--- config.mk ---
export PLATFORM = sky130hd
export DESIGN_NAME = fp_mult_pipe
export DESIGN_NICKNAME = d
export VERILOG_FILES = /design/src/rtl/fp_mult_pipe.sv
export SDC_FILE = /design/constraint.sdc
export NUM_CORES = 2
export LEC_CHECK = 0
export BUFFER_PORTS_ARGS = -buffer_cell sky130_fd_sc_hd__buf_2
export CORE_UTILIZATION = 50
export CTS_CLUSTER_SIZE = 40
export DETAILED_ROUTE_END_ITERATION = 10
export PLACE_DENSITY = 0.71
export SYNTH_ARGS = -nofsm -noshare
export SYNTH_HDL_FRONTEND = slang
export SYNTH_SLANG_ARGS = --single-unit
--- constraint.sdc ---
create_clock -name clk -period 8.8 [get_ports clk]
set_input_delay 1.76 -clock clk [delete_from_list [all_inputs] [get_ports clk]]
set_output_delay 1.76 -clock clk [all_outputs]
set_load 0.03 [all_outputs]
--- src/rtl/fp_mult_pipe.sv ---
// Three-stage IEEE-style floating-point multiplier with valid/ready handshake.
// Define FP_MULT_ROUND_EN for round-to-nearest-even; otherwise results truncate toward zero.
module fp_mult_pipe #(
  parameter int EXP_W = 8,
  parameter int MAN_W = 23
) (
  input  logic                   clk,
  input  logic                   rst,
  input  logic                   in_valid,
  output logic                   in_ready,
  input  logic [EXP_W+MAN_W:0]   a,
  input  logic [EXP_W+MAN_W:0]   b,
  output logic                   out_valid,
  input  logic                   out_ready,
  output logic [EXP_W+MAN_W:0]   result,
  output logic [3:0]             flags
);
  localparam int W      = 1 + EXP_W + MAN_W;
  localparam int MW     = MAN_W + 1;
  localparam int PW     = 2 * MW;
  localparam int EW     = EXP_W + 2;
  localparam int STAGES = 3;
  localparam int BIAS   = (1 << (EXP_W - 1)) - 1;
  localparam logic [EW-1:0] BIAS_X = EW'(BIAS);
  localparam logic [EW-1:0] EMAX   = EW'((1 << EXP_W) - 1);

  typedef struct packed {
    logic nan;
    logic inv;
    logic inf;
    logic zero;
  } cls_t;

  typedef struct packed {
    logic             sign;
    cls_t             cls;
    logic [EXP_W-1:0] ea;
    logic [EXP_W-1:0] eb;
    logic [MW-1:0]    ma;
    logic [MW-1:0]    mb;
  } s1_t;

  typedef struct packed {
    logic          sign;
    cls_t          cls;
    logic [EW-1:0] exp;
    logic [PW-1:0] prod;
  } s2_t;

  logic [STAGES:1] vld_pipe;
  logic            advance;
  s1_t             s1, s1_d;
  s2_t             s2, s2_d;
  logic [W-1:0]    res_d;
  logic [3:0]      flg_d;

  assign advance   = !out_valid || out_ready;
  assign in_ready  = advance;
  assign out_valid = vld_pipe[STAGES];

  // S1: unpack and classify; denormal inputs are flushed to zero
  logic [EXP_W-1:0] ea, eb;
  logic [MAN_W-1:0] fa, fb;
  logic a_zero, b_zero, a_inf, b_inf, a_nan, b_nan, inf_zero;

  always_comb begin
    ea       = a[W-2 -: EXP_W];
    eb       = b[W-2 -: EXP_W];
    fa       = a[MAN_W-1:0];
    fb       = b[MAN_W-1:0];
    a_zero   = (ea == '0);
    b_zero   = (eb == '0);
    a_inf    = (&ea) && (fa == '0);
    b_inf    = (&eb) && (fb == '0);
    a_nan    = (&ea) && (fa != '0);
    b_nan    = (&eb) && (fb != '0);
    inf_zero = (a_inf && b_zero) || (b_inf && a_zero);
    s1_d          = '0;
    s1_d.sign     = a[W-1] ^ b[W-1];
    s1_d.cls.nan  = a_nan || b_nan || inf_zero;
    s1_d.cls.inv  = inf_zero && !a_nan && !b_nan;
    s1_d.cls.inf  = a_inf || b_inf;
    s1_d.cls.zero = a_zero || b_zero;
    s1_d.ea       = ea;
    s1_d.eb       = eb;
    s1_d.ma       = {1'b1, fa};
    s1_d.mb       = {1'b1, fb};
  end

  // S2: full-width mantissa product; exponent kept as EW-bit two's complement
  always_comb begin
    s2_d      = '0;
    s2_d.sign = s1.sign;
    s2_d.cls  = s1.cls;
    s2_d.exp  = {2'b00, s1.ea} + {2'b00, s1.eb} - BIAS_X;
    s2_d.prod = PW'(s1.ma) * PW'(s1.mb);
  end

  // S3: normalise, round, range check, pack
  logic [PW-2:0]    norm;
  logic [EW-1:0]    e_n, e_f;
  logic [MAN_W-1:0] frac_t, frac_f;
  logic [MAN_W+1:0] mant_r;
  logic             guard, rnd, sticky, round_up, inexact, ovf, unf;

  always_comb begin
    norm   = s2.prod[PW-1] ? s2.prod[PW-2:0] : {s2.prod[PW-3:0], 1'b0};
    e_n    = s2.exp + EW'(s2.prod[PW-1]);
    frac_t = norm[PW-2 -: MAN_W];
    guard  = norm[PW-2-MAN_W];
    rnd    = norm[PW-3-MAN_W];
    sticky = |norm[PW-4-MAN_W:0];
    inexact = guard || rnd || sticky;
`ifdef FP_MULT_ROUND_EN
    round_up = guard && (rnd || sticky || frac_t[0]);
`else
    round_up = 1'b0;
`endif
    mant_r = {2'b01, frac_t} + (MAN_W+2)'(round_up);
    // A carry out of the mantissa leaves 10.000..., so the fraction is the shifted value
    e_f    = e_n + EW'(mant_r[MAN_W+1]);
    frac_f = mant_r[MAN_W+1] ? mant_r[MAN_W:1] : mant_r[MAN_W-1:0];
    ovf    = !e_f[EW-1] && (e_f >= EMAX);
    unf    = e_f[EW-1] || (e_f == '0);

    res_d = {s2.sign, e_f[EXP_W-1:0], frac_f};
    flg_d = {3'b000, inexact};
    if (s2.cls.nan) begin
      res_d = {1'b0, {EXP_W{1'b1}}, 1'b1, {(MAN_W-1){1'b0}}};
      flg_d = {s2.cls.inv, 3'b000};
    end else if (s2.cls.inf) begin
      res_d = {s2.sign, {EXP_W{1'b1}}, {MAN_W{1'b0}}};
      flg_d = 4'b0000;
    end else if (s2.cls.zero) begin
      res_d = {s2.sign, {(W-1){1'b0}}};
      flg_d = 4'b0000;
    end else if (ovf) begin
      res_d = {s2.sign, {EXP_W{1'b1}}, {MAN_W{1'b0}}};
      flg_d = 4'b0101;
    end else if (unf) begin
      res_d = {s2.sign, {(W-1){1'b0}}};
      flg_d = 4'b0011;
    end
  end

  // Every stage, output included, holds while the result is back-pressured
  always_ff @(posedge clk) begin
    if (rst) begin
      vld_pipe <= '0;
      s1       <= '0;
      s2       <= '0;
      result   <= '0;
      flags    <= '0;
    end else if (advance) begin
      vld_pipe <= {vld_pipe[STAGES-1:1], in_valid};
      s1       <= s1_d;
      s2       <= s2_d;
      result   <= res_d;
      flags    <= flg_d;
    end
  end
endmodule

==> flow_summary_export.csv <==
group,metric,value,unit
outcome,status,"completed",
final_layout,design_area,0.0275,mm2
timing,fin_setup_tns,0,ns
yosys,synth_top_area_share,37.3,%
power_and_ir_drop,internal_power,2.63,mW
hold_path,min_path_type,"reg -> reg",
route,routed_wl,69.4,mm
final_layout,layout-drive-gt1-share,6.36,%
power_and_ir_drop,switching_share,48.9,%
grt,gr-usage-all-layers,27.7,%
critical_path,r2r_cells,24,
power_and_ir_drop,power_frac_comb,64.0,%
clock_tree,cts_tree,"yes",
final_layout,area_growth,6.17,%
power_and_ir_drop,switchingPower,2.52,mW
floorplanning,die_w,230,um
hold_path,min_to,"result[12]$_SDFFE_PP0P_",
yosys,syn-num-nets,3773,
grt,antenna_found_initial,2,
timing,tightestPinTransition,1.28,ns
timing,fin_hold_ws,0.450,ns
floorplanning,die-area,0.0528,mm2
final_layout,nFillCells,4756,
yosys,avgSynthCellArea,8.56,um2
hold_path,hold_path_depth,2,
critical_path,worstReg2RegStart,"s1[37]$_SDFFE_PP0P_",
critical_path,timing.rr.end,"s2[46]$_SDFFE_PP0P_",
route,wl_per_cell,18.7,um
placement,post_dp_cell_area,0.0269,mm2
yosys,netlist_instances,3031,
timing,final_max_slew_viol_count,0,
yosys,synth-async-reset-ratio,0,%
yosys,ys_types,68,
route,dr_total_vias,20200,
placement,gp_congestion,0.958,
yosys,synth-seq-cells,170,
yosys,synth_most_common_cell,"inv_1",
critical_path,ff2ff_setup_slack,0.92,ns
run,maxCapViolCount,0,
placement,dp_hpwl,55.7,mm
yosys,synth_edf_count,0,
final_layout,fin_cells,3713,
timing,fin_crit,7.88,ns
floorplanning,core-area,0.0513,mm2
route,viasPerCell,5.45,
clock_tree,postCtsSetupBuffers,0,
yosys,synth.area.top_cells,"fa_1 (37%), dfxtp_1 (13%), ha_1 (9.2%)",
yosys,netlist_area,0.0259,mm2
critical_path,cp.required,9.12,ns
power_and_ir_drop,power.leakage,13.5,nW
timing,skew,0.0106,ns
clock_tree,cts.repair.resized,0,
clock_tree,cts_buffer_depth,2,
route,drc,0,
clock_tree,numCtsBuffers,17,
critical_path,end_kind,"flop",
power_and_ir_drop,seqPwrFrac,20.5,%
floorplanning,row_count,83,
route,ant_nets,0,
power_and_ir_drop,clockPowerShare,15.5,%
yosys,ys_seq_area_share,13.1,%
placement,dp_cells,3681,
timing,finalHoldViolCount,0,
power_and_ir_drop,ir_drop,0.000160,V
final_layout,diodes,0,
clock_tree,clk_pin_slew,0.07,ns
timing,slew_headroom,14.4,%
power_and_ir_drop,power,5.14,mW
critical_path,cp_max_fo,25,
clock_tree,cts-root-buf,"clkbuf_16",
floorplanning,start_util,50.5,%
grt,grt_overflow,0,
power_and_ir_drop,cellPowerDensity,187,mW/mm2
route,dr.pass1.iters,5,
yosys,dominantRegCellSynth,"dfxtp_1",
yosys,yosysTopAreaCell,"fa_1",
grt,grt_pass1_vias,21700,
grt,grt_pass1_wl,116,mm
timing,rsz0062_at_grt,"no",
placement,portBuffers,105,
timing,clock.fmax,127,MHz
final_layout,fin_nets,3762,
grt,grt_max_degree,79,
clock_tree,hold_buffers,0,
clock_tree,clock-sinks,170,
critical_path,arrival,8.20,ns
timing,fin_crit_sh,89.5,%
floorplanning,fp.dieH,230,um
critical_path,start_kind,"flop",
route,drt_iter0_drc,1383,
hold_path,min-delay-start,"result[12]$_SDFFE_PP0P_",
timing,setup_violations,0,
clock_tree,cts.htree.levels,4,
clock_tree,clock_latency,0.44,ns
yosys,synthTopCellsByCount,"inv_1 (572), nand2_1 (561), fa_1 (483)",
yosys,yosys_warnings,0,
critical_path,crit_type,"reg -> reg",
floorplanning,io_pins,106,
==> placed cells by master (no fill, tap or decap), types with 16 or more instances in the layout <==
| master | Yosys | routed |
|---|---|---|
| a21o_1 | 27 | 27 |
| a21oi_1 | 164 | 164 |
| and2_1 | 288 | 288 |
| buf_2 | 2 | 104 |
| buf_4 | 0 | 38 |
| clkbuf_16 | 0 | 17 |
| dfxtp_1 | 170 | 170 |
| fa_1 | 483 | 483 |
| ha_1 | 191 | 191 |
| inv_1 | 572 | 571 |
| mux2i_1 | 24 | 24 |
| nand2_1 | 561 | 561 |
| nand3_1 | 29 | 29 |
| nand4_1 | 18 | 18 |
| nor2_1 | 54 | 53 |
| nor3_1 | 16 | 16 |
| nor4_1 | 21 | 21 |
| o21ai_0 | 53 | 53 |
| xnor2_1 | 39 | 39 |
==> layer usage <==
layer,track usage (%),vias up,part of all wire [%]
met2,45.3,711,47
met4,7.78,4,2.6
met3,4.12,111,6.7
met1,38.3,10200,44
li1,-,9199,-
met5,0,-,0.045
==> worst max-delay path by stage <==
stage	from	to	cells after the start
after floorplan	s1[3]$_SDFFE_PP0P_	s2[45]$_SDFFE_PP0P_	26
after global placement	s1[38]$_SDFFE_PP0P_	s2[46]$_SDFFE_PP0P_	22
after detailed placement	s1[40]$_SDFFE_PP0P_	s2[46]$_SDFFE_PP0P_	22
after CTS	s1[37]$_SDFFE_PP0P_	s2[45]$_SDFFE_PP0P_	24
after global routing	s1[37]$_SDFFE_PP0P_	s2[46]$_SDFFE_PP0P_	24
final	s1[37]$_SDFFE_PP0P_	s2[46]$_SDFFE_PP0P_	24
==> power by group through the flow <==
stage | registers, mW | logic (mW) | clock network (mW)
2_1_floorplan | 1.00 | 2.31 | 0
3_3_place_gp | 1.06 | 3.18 | 0
3_5_place_dp | 1.06 | 3.21 | 0
4_1_cts | 1.05 | 3.27 | 0.800
5_1_grt | 1.06 | 3.70 | 0.833
6_report | 1.05 | 3.29 | 0.797
==> per-stage QoR <==
stage / utilization (%) / worst slack [ns]
floorplan: - / 1.96
global placement: 52.5 / 1.09
detailed placement: 52.5 / 1.04
CTS: 53.7 / 0.993
global route: 53.7 / 0.476
finish: 53.7 / 0.920
==> worst max-delay path: stages (launching register included) <==
cell	delay (ns)
dfxtp_1	1.08
nand2_1	0.19
fa_1	0.58
inv_1	0.05
fa_1	0.48
inv_1	0.06
fa_1	0.55
inv_1	0.06
fa_1	0.51
inv_1	0.06
fa_1	0.54
inv_1	0.05
fa_1	0.48
inv_1	0.05
fa_1	0.52
inv_1	0.05
ha_1	0.37
nand3_2	0.14
nor4_1	0.35
a22oi_2	0.16
a311oi_1	0.49
o31ai_1	0.26
o31ai_1	0.32
nor2_1	0.08
a221o_1	0.26
==> cells by family after synthesis <==
family	Yosys count	share of synthesized area, %
flops	170	13.1
compound gates	335	7.93
fa+ha+maj	674	46.5
xor+xnor	49	1.65
simple gates	1035	19.0
mux	24	0.926
buf+inv	744	10.9
==> flip-flops by register name (all words and copies together) (netlist names) <==
name / count
s1: 68
s2: 63
result: 32
flags: 4
vld_pipe: 3
==> layout make-up <==
class | instances | area [um2] | area share, %
Clock buffer | 19 | 453 | 1.65
Sequential cell | 170 | 3400 | 12.4
Clock inverter | 13 | 153 | 0.554
Timing Repair Buffer | 142 | 806 | 2.93
Inverter | 572 | 2150 | 7.81
Tap cell | 680 | 851 | 3.09
Multi-Input combinational cell | 2117 | 19700 | 71.6
No activity file was read; power rests on OpenSTA's default activity.
